[src/rtl/muldiv_pkg.sv]
`default_nettype none
// ============================================================================
// Module   : muldiv_pkg
// Purpose  : Shared types and helpers for the RV32M iterative multiply/divide
//            unit: op-code enum (funct3 encoding), FSM state enum, op-class
//            helper and iteration-counter width.
// Revision : 1.0  initial release
// ============================================================================
package muldiv_pkg;

    // funct3 encoding of the M extension
    typedef enum logic [2:0] {
        OP_MUL    = 3'd0,
        OP_MULH   = 3'd1,
        OP_MULHSU = 3'd2,
        OP_MULHU  = 3'd3,
        OP_DIV    = 3'd4,
        OP_DIVU   = 3'd5,
        OP_REM    = 3'd6,
        OP_REMU   = 3'd7
    } muldiv_op_t;

    typedef enum logic [1:0] {
        ST_IDLE = 2'd0,
        ST_CALC = 2'd1,
        ST_DONE = 2'd2
    } muldiv_state_t;

    // Counter width for the default 32-bit configuration; instances with a
    // different XLEN size their counter through cnt_width().
    localparam int DEF_XLEN = 32;
    localparam int CNT_W    = $clog2(DEF_XLEN);

    function automatic int cnt_width(input int xlen);
        return $clog2(xlen);
    endfunction

    // Divide and remainder ops share the restoring-divider datapath.
    function automatic logic is_div(input muldiv_op_t op);
        return (op inside {OP_DIV, OP_DIVU, OP_REM, OP_REMU});
    endfunction

endpackage
`default_nettype wire

[src/rtl/muldiv_signfix.sv]
`default_nettype none
// ============================================================================
// Module   : muldiv_signfix
// Purpose  : Combinational sign handling for the multiply/divide unit.
//            Accept side: absolute operand values, operand signs and the
//            divide-by-zero flag for the incoming request.
//            Final side: sign correction of the raw magnitude result and
//            selection of the architectural field.
// Ports    : i_op/i_a/i_b          incoming request
//            o_abs_a/o_abs_b       operand magnitudes
//            o_sign_a/o_sign_b     operand treated as negative
//            o_div_zero            divide/remainder with zero divisor
//            i_fin_*               latched op, signs, zero flag, raw accumulator
//            o_fin_result          final XLEN-bit result
// Revision : 1.0  initial release
// ============================================================================
module muldiv_signfix
    import muldiv_pkg::*;
#(
    parameter int XLEN = 32
)(
    input  muldiv_op_t        i_op,
    input  logic [XLEN-1:0]   i_a,
    input  logic [XLEN-1:0]   i_b,
    output logic [XLEN-1:0]   o_abs_a,
    output logic [XLEN-1:0]   o_abs_b,
    output logic              o_sign_a,
    output logic              o_sign_b,
    output logic              o_div_zero,
    input  muldiv_op_t        i_fin_op,
    input  logic              i_fin_sign_a,
    input  logic              i_fin_sign_b,
    input  logic              i_fin_div_zero,
    input  logic [2*XLEN-1:0] i_fin_acc,
    output logic [XLEN-1:0]   o_fin_result
);

    logic              w_neg;
    logic [2*XLEN-1:0] w_prod;
    logic [XLEN-1:0]   w_quo;
    logic [XLEN-1:0]   w_rem;

    // MUL and MULHU are handled as unsigned: the low half of a product is
    // independent of operand signedness.
    assign o_sign_a   = i_a[XLEN-1] & (i_op inside {OP_MULH, OP_MULHSU, OP_DIV, OP_REM});
    assign o_sign_b   = i_b[XLEN-1] & (i_op inside {OP_MULH, OP_DIV, OP_REM});
    assign o_abs_a    = o_sign_a ? (~i_a + 1'b1) : i_a;
    assign o_abs_b    = o_sign_b ? (~i_b + 1'b1) : i_b;
    assign o_div_zero = is_div(i_op) && (i_b == '0);

    assign w_neg  = i_fin_sign_a ^ i_fin_sign_b;
    assign w_prod = w_neg ? (~i_fin_acc + 1'b1) : i_fin_acc;
    assign w_quo  = i_fin_acc[XLEN-1:0];
    assign w_rem  = i_fin_acc[2*XLEN-1:XLEN];

    always_comb begin
        o_fin_result = '0;
        case (i_fin_op)
            OP_MUL:                       o_fin_result = w_prod[XLEN-1:0];
            OP_MULH, OP_MULHSU, OP_MULHU: o_fin_result = w_prod[2*XLEN-1:XLEN];
            // A zero divisor yields an all-ones magnitude from the restoring
            // loop; the quotient must stay all-ones regardless of sign.
            OP_DIV, OP_DIVU:              o_fin_result = i_fin_div_zero ? '1 :
                                                         (w_neg ? (~w_quo + 1'b1) : w_quo);
            default:                      o_fin_result = i_fin_sign_a ? (~w_rem + 1'b1) : w_rem;
        endcase
    end

endmodule
`default_nettype wire

[src/rtl/muldiv_alu.sv]
`default_nettype none
// ============================================================================
// Module   : muldiv_alu
// Purpose  : Iterative RV32M multiply/divide unit. Radix-2 shift-add
//            multiplier and restoring divider, XLEN iterations each, with
//            valid/ready handshakes on both sides and a synchronous kill.
// Ports    : clk, rst_n (async, active-low)
//            in_valid/in_ready, op, A, B   request
//            kill                          flush, abandons any operation
//            out_valid/out_ready, Result, DivZero   response
// Options  : MULDIV_EARLY_OUT_EN - resolve divide-by-zero, signed overflow
//            and multiply-by-zero on the accept edge (out_valid in cycle 1).
// Revision : 1.0  initial release
// ============================================================================
module muldiv_alu
    import muldiv_pkg::*;
#(
    parameter int XLEN = 32,
    parameter int OPW  = 3
)(
    input  logic            clk,
    input  logic            rst_n,
    input  logic            in_valid,
    output logic            in_ready,
    input  logic [OPW-1:0]  op,
    input  logic [XLEN-1:0] A,
    input  logic [XLEN-1:0] B,
    input  logic            kill,
    output logic            out_valid,
    input  logic            out_ready,
    output logic [XLEN-1:0] Result,
    output logic            DivZero
);

    localparam int                 c_cnt_w = cnt_width(XLEN);
    localparam logic [c_cnt_w-1:0] c_last  = c_cnt_w'(XLEN - 1);

    muldiv_state_t     r_state;
    muldiv_op_t        r_op;
    logic              r_sign_a;
    logic              r_sign_b;
    logic              r_dz;
    logic [2*XLEN-1:0] r_acc;
    logic [XLEN-1:0]   r_mcand;
    logic [c_cnt_w-1:0] r_cnt;
    logic              r_in_ready;
    logic              r_out_valid;
    logic [XLEN-1:0]   r_result;
    logic              r_divzero;

    muldiv_op_t        w_op;
    logic [XLEN-1:0]   w_abs_a;
    logic [XLEN-1:0]   w_abs_b;
    logic              w_sign_a;
    logic              w_sign_b;
    logic              w_in_dz;
    logic [XLEN-1:0]   w_hi;
    logic [XLEN-1:0]   w_lo;
    logic [XLEN:0]     w_sum;
    logic [XLEN:0]     w_shift;
    logic [XLEN:0]     w_diff;
    logic [2*XLEN-1:0] w_acc_next;
    logic [XLEN-1:0]   w_final;

    assign w_op      = muldiv_op_t'(op);
    assign in_ready  = r_in_ready;
    assign out_valid = r_out_valid;
    assign Result    = r_result;
    assign DivZero   = r_divzero;

    muldiv_signfix #(.XLEN(XLEN)) u_signfix (
        .i_op           (w_op),
        .i_a            (A),
        .i_b            (B),
        .o_abs_a        (w_abs_a),
        .o_abs_b        (w_abs_b),
        .o_sign_a       (w_sign_a),
        .o_sign_b       (w_sign_b),
        .o_div_zero     (w_in_dz),
        .i_fin_op       (r_op),
        .i_fin_sign_a   (r_sign_a),
        .i_fin_sign_b   (r_sign_b),
        .i_fin_div_zero (r_dz),
        .i_fin_acc      (w_acc_next),
        .o_fin_result   (w_final)
    );

    // Accumulator layout: multiply keeps {partial product, multiplier} and
    // shifts right; divide keeps {remainder, dividend/quotient} and shifts
    // left, inserting one quotient bit per cycle.
    assign w_hi    = r_acc[2*XLEN-1:XLEN];
    assign w_lo    = r_acc[XLEN-1:0];
    assign w_sum   = {1'b0, w_hi} + ({1'b0, r_mcand} & {(XLEN+1){w_lo[0]}});
    assign w_shift = {w_hi, w_lo[XLEN-1]};
    assign w_diff  = w_shift - {1'b0, r_mcand};

    always_comb begin
        w_acc_next = {w_sum, w_lo[XLEN-1:1]};
        if (is_div(r_op)) begin
            // Remainder stays below the divisor, so a borrow shows in the MSB.
            if (!w_diff[XLEN]) begin
                w_acc_next = {w_diff[XLEN-1:0], w_lo[XLEN-2:0], 1'b1};
            end else begin
                w_acc_next = {w_shift[XLEN-1:0], w_lo[XLEN-2:0], 1'b0};
            end
        end
    end

`ifdef MULDIV_EARLY_OUT_EN
    logic            w_ovf;
    logic            w_mul_zero;
    logic            w_early;
    logic [XLEN-1:0] w_early_result;

    assign w_ovf      = (w_op inside {OP_DIV, OP_REM}) &&
                        (A == {1'b1, {(XLEN-1){1'b0}}}) && (&B);
    assign w_mul_zero = !is_div(w_op) && ((A == '0) || (B == '0));
    assign w_early    = w_in_dz || w_ovf || w_mul_zero;

    // Overflow quotient is the most-negative value, which is A itself.
    always_comb begin
        w_early_result = '0;
        case (w_op)
            OP_DIV, OP_DIVU: w_early_result = w_in_dz ? '1 : A;
            OP_REM, OP_REMU: w_early_result = w_in_dz ? A : '0;
            default:         w_early_result = '0;
        endcase
    end
`endif

    always_ff @(posedge clk or negedge rst_n) begin
        if (!rst_n) begin
            r_state     <= ST_IDLE;
            r_op        <= OP_MUL;
            r_sign_a    <= 1'b0;
            r_sign_b    <= 1'b0;
            r_dz        <= 1'b0;
            r_acc       <= '0;
            r_mcand     <= '0;
            r_cnt       <= '0;
            r_in_ready  <= 1'b1;
            r_out_valid <= 1'b0;
            r_result    <= '0;
            r_divzero   <= 1'b0;
        end else if (kill) begin
            r_state     <= ST_IDLE;
            r_cnt       <= '0;
            r_in_ready  <= 1'b1;
            r_out_valid <= 1'b0;
        end else begin
            case (r_state)
                ST_IDLE: begin
                    if (in_valid && r_in_ready) begin
                        r_op     <= w_op;
                        r_sign_a <= w_sign_a;
                        r_sign_b <= w_sign_b;
                        r_dz     <= w_in_dz;
                        r_cnt    <= '0;
                        if (is_div(w_op)) begin
                            r_acc   <= {{XLEN{1'b0}}, w_abs_a};
                            r_mcand <= w_abs_b;
                        end else begin
                            r_acc   <= {{XLEN{1'b0}}, w_abs_b};
                            r_mcand <= w_abs_a;
                        end
                        r_in_ready <= 1'b0;
`ifdef MULDIV_EARLY_OUT_EN
                        if (w_early) begin
                            r_result    <= w_early_result;
                            r_divzero   <= w_in_dz;
                            r_out_valid <= 1'b1;
                            r_state     <= ST_DONE;
                        end else begin
                            r_state <= ST_CALC;
                        end
`else
                        r_state <= ST_CALC;
`endif
                    end
                end
                ST_CALC: begin
                    r_acc <= w_acc_next;
                    r_cnt <= r_cnt + 1'b1;
                    if (r_cnt == c_last) begin
                        r_result    <= w_final;
                        r_divzero   <= r_dz;
                        r_out_valid <= 1'b1;
                        r_cnt       <= '0;
                        r_state     <= ST_DONE;
                    end
                end
                ST_DONE: begin
                    if (out_ready) begin
                        r_out_valid <= 1'b0;
                        r_in_ready  <= 1'b1;
                        r_state     <= ST_IDLE;
                    end
                end
                default: begin
                    r_out_valid <= 1'b0;
                    r_in_ready  <= 1'b1;
                    r_state     <= ST_IDLE;
                end
            endcase
        end
    end

endmodule
`default_nettype wire

[config.mk]
export PLATFORM = sky130hd
export DESIGN_NAME = muldiv_alu
export DESIGN_NICKNAME = d
export VERILOG_FILES = /design/src/rtl/muldiv_pkg.sv /design/src/rtl/muldiv_signfix.sv /design/src/rtl/muldiv_alu.sv
export SDC_FILE = /design/constraint.sdc
export NUM_CORES = 1
export LEC_CHECK = 0
export ABC_AREA = 1
export ABC_CLOCK_PERIOD_IN_PS = 10120
export CELL_PAD_IN_SITES_DETAIL_PLACEMENT = 0
export CELL_PAD_IN_SITES_GLOBAL_PLACEMENT = 1
export CORE_AREA = 2 2 198 200
export CTS_CLUSTER_SIZE = 10
export DETAILED_ROUTE_END_ITERATION = 8
export DIE_AREA = 0 0 200 202
export GPL_TIMING_DRIVEN = 0
export PLACE_DENSITY_LB_ADDON = 0.1
export SETUP_SLACK_MARGIN = 0.1
export SLEW_MARGIN = 0
export SYNTH_ARGS = -nofsm -noshare
export SYNTH_HDL_FRONTEND = slang
export SYNTH_SLANG_ARGS = --single-unit
[constraint.sdc]
create_clock -name clk -period 10.12 [get_ports clk]
set_input_delay 1.518 -clock clk [delete_from_list [all_inputs] [get_ports clk]]
set_output_delay 1.518 -clock clk [all_outputs]
set_load 0.02 [all_outputs]
==> metrics.txt <==
power density of the placed cells=399 nW/um^2; Post-layout nets=3,291; root buf cell=sky130_fd_sc_hd__clkbuf_16; Port Buffers=106; flip-flop and latch count after synthesis=144; average cell area after synthesis=5.74 um^2; Clock H-tree levels=4; endpoint type of the worst setup path=register; DRT iter0 DRCs=2,343; routing usage on met2=60.0%; Starting Density=45.3%; share of Yosys cell area claimed by the top area cell type=21.4%; DIE AREA=40,400 um^2; hold slack=0.477 ns; number of core rows=72; Sw Pwr=4.98 mW; maximum net fanout on the critical path=9; startpoint kind of the worst setup timing path=register; cell at the slowest stage of the critical path=sky130_fd_sc_hd__nor4_1; cell-internal power=2.87 mW; share of synthesized registers carrying an async set or reset=100%; Data arrival, critical path=6.13 ns; Logic pwr share=78.5%; Post-route DRC=0; reg-to-reg startpoint=r_acc[32]; number of sinks handled by clock tree synthesis=144; count of nets left with antenna violations after detail routing=0; post-layout minimum cycle time=5.77 ns; Final Cell Area=19,700 um^2; Period Utilization, post-route=57.0%; overall global routing resource usage=39.4%; setup repair after global routing missed its margin=false; cell seen most often among critical-path stages=sky130_fd_sc_hd__nand2_1; Clock Path Buffers=2; post-CTS setup buffers=0; hold path startpoint=Result[27]; synthesized-area fraction occupied by xor and xnor cells=4.39%; number of distinct library cells after synthesis=59; Num CTS Buffers=17; global route hottest layer=met2; simple-gate area share of the yosys netlist=42.2%; area of the core=38,300 um^2; relative slew slack=13.1%; final wirelength=79,300 um; fill cell instance count of the final layout=4,179; stage delay of the slowest cell on the critical path=0.98 ns; detailed-router iteration count before antenna repair=6; number of global-route vias before repair=19,907; Reg clk slew, reported paths=0.08 ns; Sequential Power Share=12.9%; final total negative setup slack=0 ns; horizontal die dimension=200 um; run status=complete, no violations; classification of the worst-slack hold path=register to register; largest net degree at the start of global routing=86; via count=21,020; total gr overflow=0; adder-cell share of the synthesized area=5.28%; global routing usage on met3=9.28%; average wire per standard cell=21.6 um; maximum clock rate=173 MHz; layout overhead on the synthesized area=13.4%; Area after DPL=19,100 um^2; mux share of post-synthesis cell area=0.0649%; number of buffers inserted for hold repair after clock tree synthesis=0; critical path required time=10.48 ns; share of total power consumed by net switching=63.4%; Most used DFF post-synth=sky130_fd_sc_hd__dfrtp_1; top cell types by occurrence after synthesis=sky130_fd_sc_hd__nand2_1 (990), sky130_fd_sc_hd__inv_1 (440), sky130_fd_sc_hd__nor2_1 (316), sky130_fd_sc_hd__nand3_1 (246), sky130_fd_sc_hd__o21ai_0 (144); VDD IR max=0.228 mV; share of cells above drive strength 1=5.35%; cell types occupying the most area after synthesis=sky130_fd_sc_hd__nand2_1 (21%), sky130_fd_sc_hd__dfrtp_1 (21%), sky130_fd_sc_hd__inv_1 (9.5%), sky130_fd_sc_hd__nand3_1 (7.1%), sky130_fd_sc_hd__nor2_1 (6.8%); setup violators final=0; antenna violations before repair=1; hold violation total from the final report=0; final-report max-slew violation count=0; sequential-to-total area share from yosys stat=20.8%; relative contribution of the clock network to total power=8.6%; post-synthesis compound-gate area fraction=15.1%; routability cong.=1.08; HPWL Detailed=65,400 um; via-per-instance ratio=5.71; Worst Max-Slew Pin Slew=1.29 ns; number of maximum-capacitance violations=0; Clk Latency, worst-skew pair=0.48 ns; Top Ports=107; leakage component of the power=10.1 nW; GRT met1 Usage=50.6%; post-synthesis instance area=17,400 um^2; Yosys top cell by area=sky130_fd_sc_hd__nand2_1; Synthesized Nets=3,165; startpoint of the most critical setup path=r_acc[32]; number of standard cells after synthesis=3,021; combinational family with the most area after synthesis=simple AND/OR/NAND/NOR gates; Post-synth EDFFs=0; critical path class=register to register; cts repair resizes=0; count leader, synth=sky130_fd_sc_hd__nand2_1; wire length of the first global-routing pass=117,000 um; clock tree from TritonCTS=done; clock skew=0.0166 ns; floorplan die height=202 um; count of yosys warnings during synthesis=0
==> state kept, by name (all words and copies together), names as in the netlist <==
register	flops
r_mcand	32
r_op	3
Result	32
DivZero	1
r_state	2
out_valid	1
r_sign_a	1
in_ready	1
r_dz	1
r_acc	64
r_cnt	5
r_sign_b	1
==> critical path, delay by kind of cell (launching register included) <==
| kind | cells | cell delay [ns] |
|---|---|---|
| AND/OR/NAND/NOR | 25 | 3.91 |
| adder cells (fa/ha/maj) | 2 | 0.66 |
| buffers and inverters | 6 | 0.59 |
| flip-flops | 1 | 0.48 |
==> power by group through the flow <==
stage / Sequential (mW) / Clock (mW) / Combinational [mW]
2_1_floorplan: 0.878 / 0 / 4.14
3_3_place_gp: 0.996 / 0 / 5.89
3_5_place_dp: 0.999 / 0 / 5.94
4_1_cts: 0.989 / 0.672 / 5.97
5_1_grt: 1.01 / 0.692 / 6.72
6_report: 1.01 / 0.675 / 6.16
==> cell families after synthesis <==
kind of cell             Yosys count
XOR/XNOR                          87
adder cells (fa/ha/maj)           72
multiplexers                       1
AO/OA/AOI/OAI                    437
AND/OR/NAND/NOR                 1733
flip-flops                       144
buffers and inverters            547
==> path summary, 6_finish.rpt <==
path,endpoint,slack [ns],depth (start not counted)
hold / removal,Result[27],0.48,2
hold reg to reg,Result[27],0.48,2
setup reg to reg,Result[12],4.35,33
setup / recovery,Result[12],4.35,33
max in group asynchronous,in_ready,8.19,2
min in group asynchronous,r_acc[60],1.01,1
==> final cells by class <==
type / instances / area (um^2) / share of cell area, %
Sequential cell: 144 / 3600 / 18.3
Clock inverter: 14 / 144 / 0.731
Inverter: 457 / 1720 / 8.72
Buffer: 90 / 393 / 2.00
Multi-Input combinational cell: 2330 / 11600 / 59.2
Tap cell: 518 / 648 / 3.29
Timing Repair Buffer: 107 / 1090 / 5.54
Clock buffer: 18 / 439 / 2.23
Antenna cell: 1 / 2.50 / 0.0127
==> per-stage QoR <==
step | total power, mW | std cells | util [%] | setup WS, ns
floorplan | 5.02 | 3021 | - | 6.21
global route | 8.42 | 3678 | 51.4 | 3.79
detailed placement | 6.94 | 3646 | 49.9 | 4.54
CTS | 7.63 | 3678 | 51.4 | 4.52
finish | 7.84 | 3679 | 51.4 | 4.35
global placement | 6.89 | 3645 | 49.8 | 1.48
==> cells in the final DEF (no fill, tap or decap), drive strengths merged, types with 16 or more instances in the layout <==
cell,instances
nand2,1028
inv,460
nor2,340
nand3,253
o21ai,159
dfrtp,143
a21oi,124
clkdlybuf4s50,105
clkbuf,83
ha,70
xor2,65
o22ai,42
nor3,37
o211ai,27
buf,27
o221ai,25
nand4,24
xnor2,22
a31oi,22
nand3b,16
==> layer usage <==
metal | part of all wire [%] | vias up
li1 | - | 9960
met1 | 41 | 9702
met2 | 43 | 1097
met3 | 9.7 | 261
met4 | 6.8 | 0
met5 | 0 | -
Note: power is estimated with default switching activity, not from simulation.
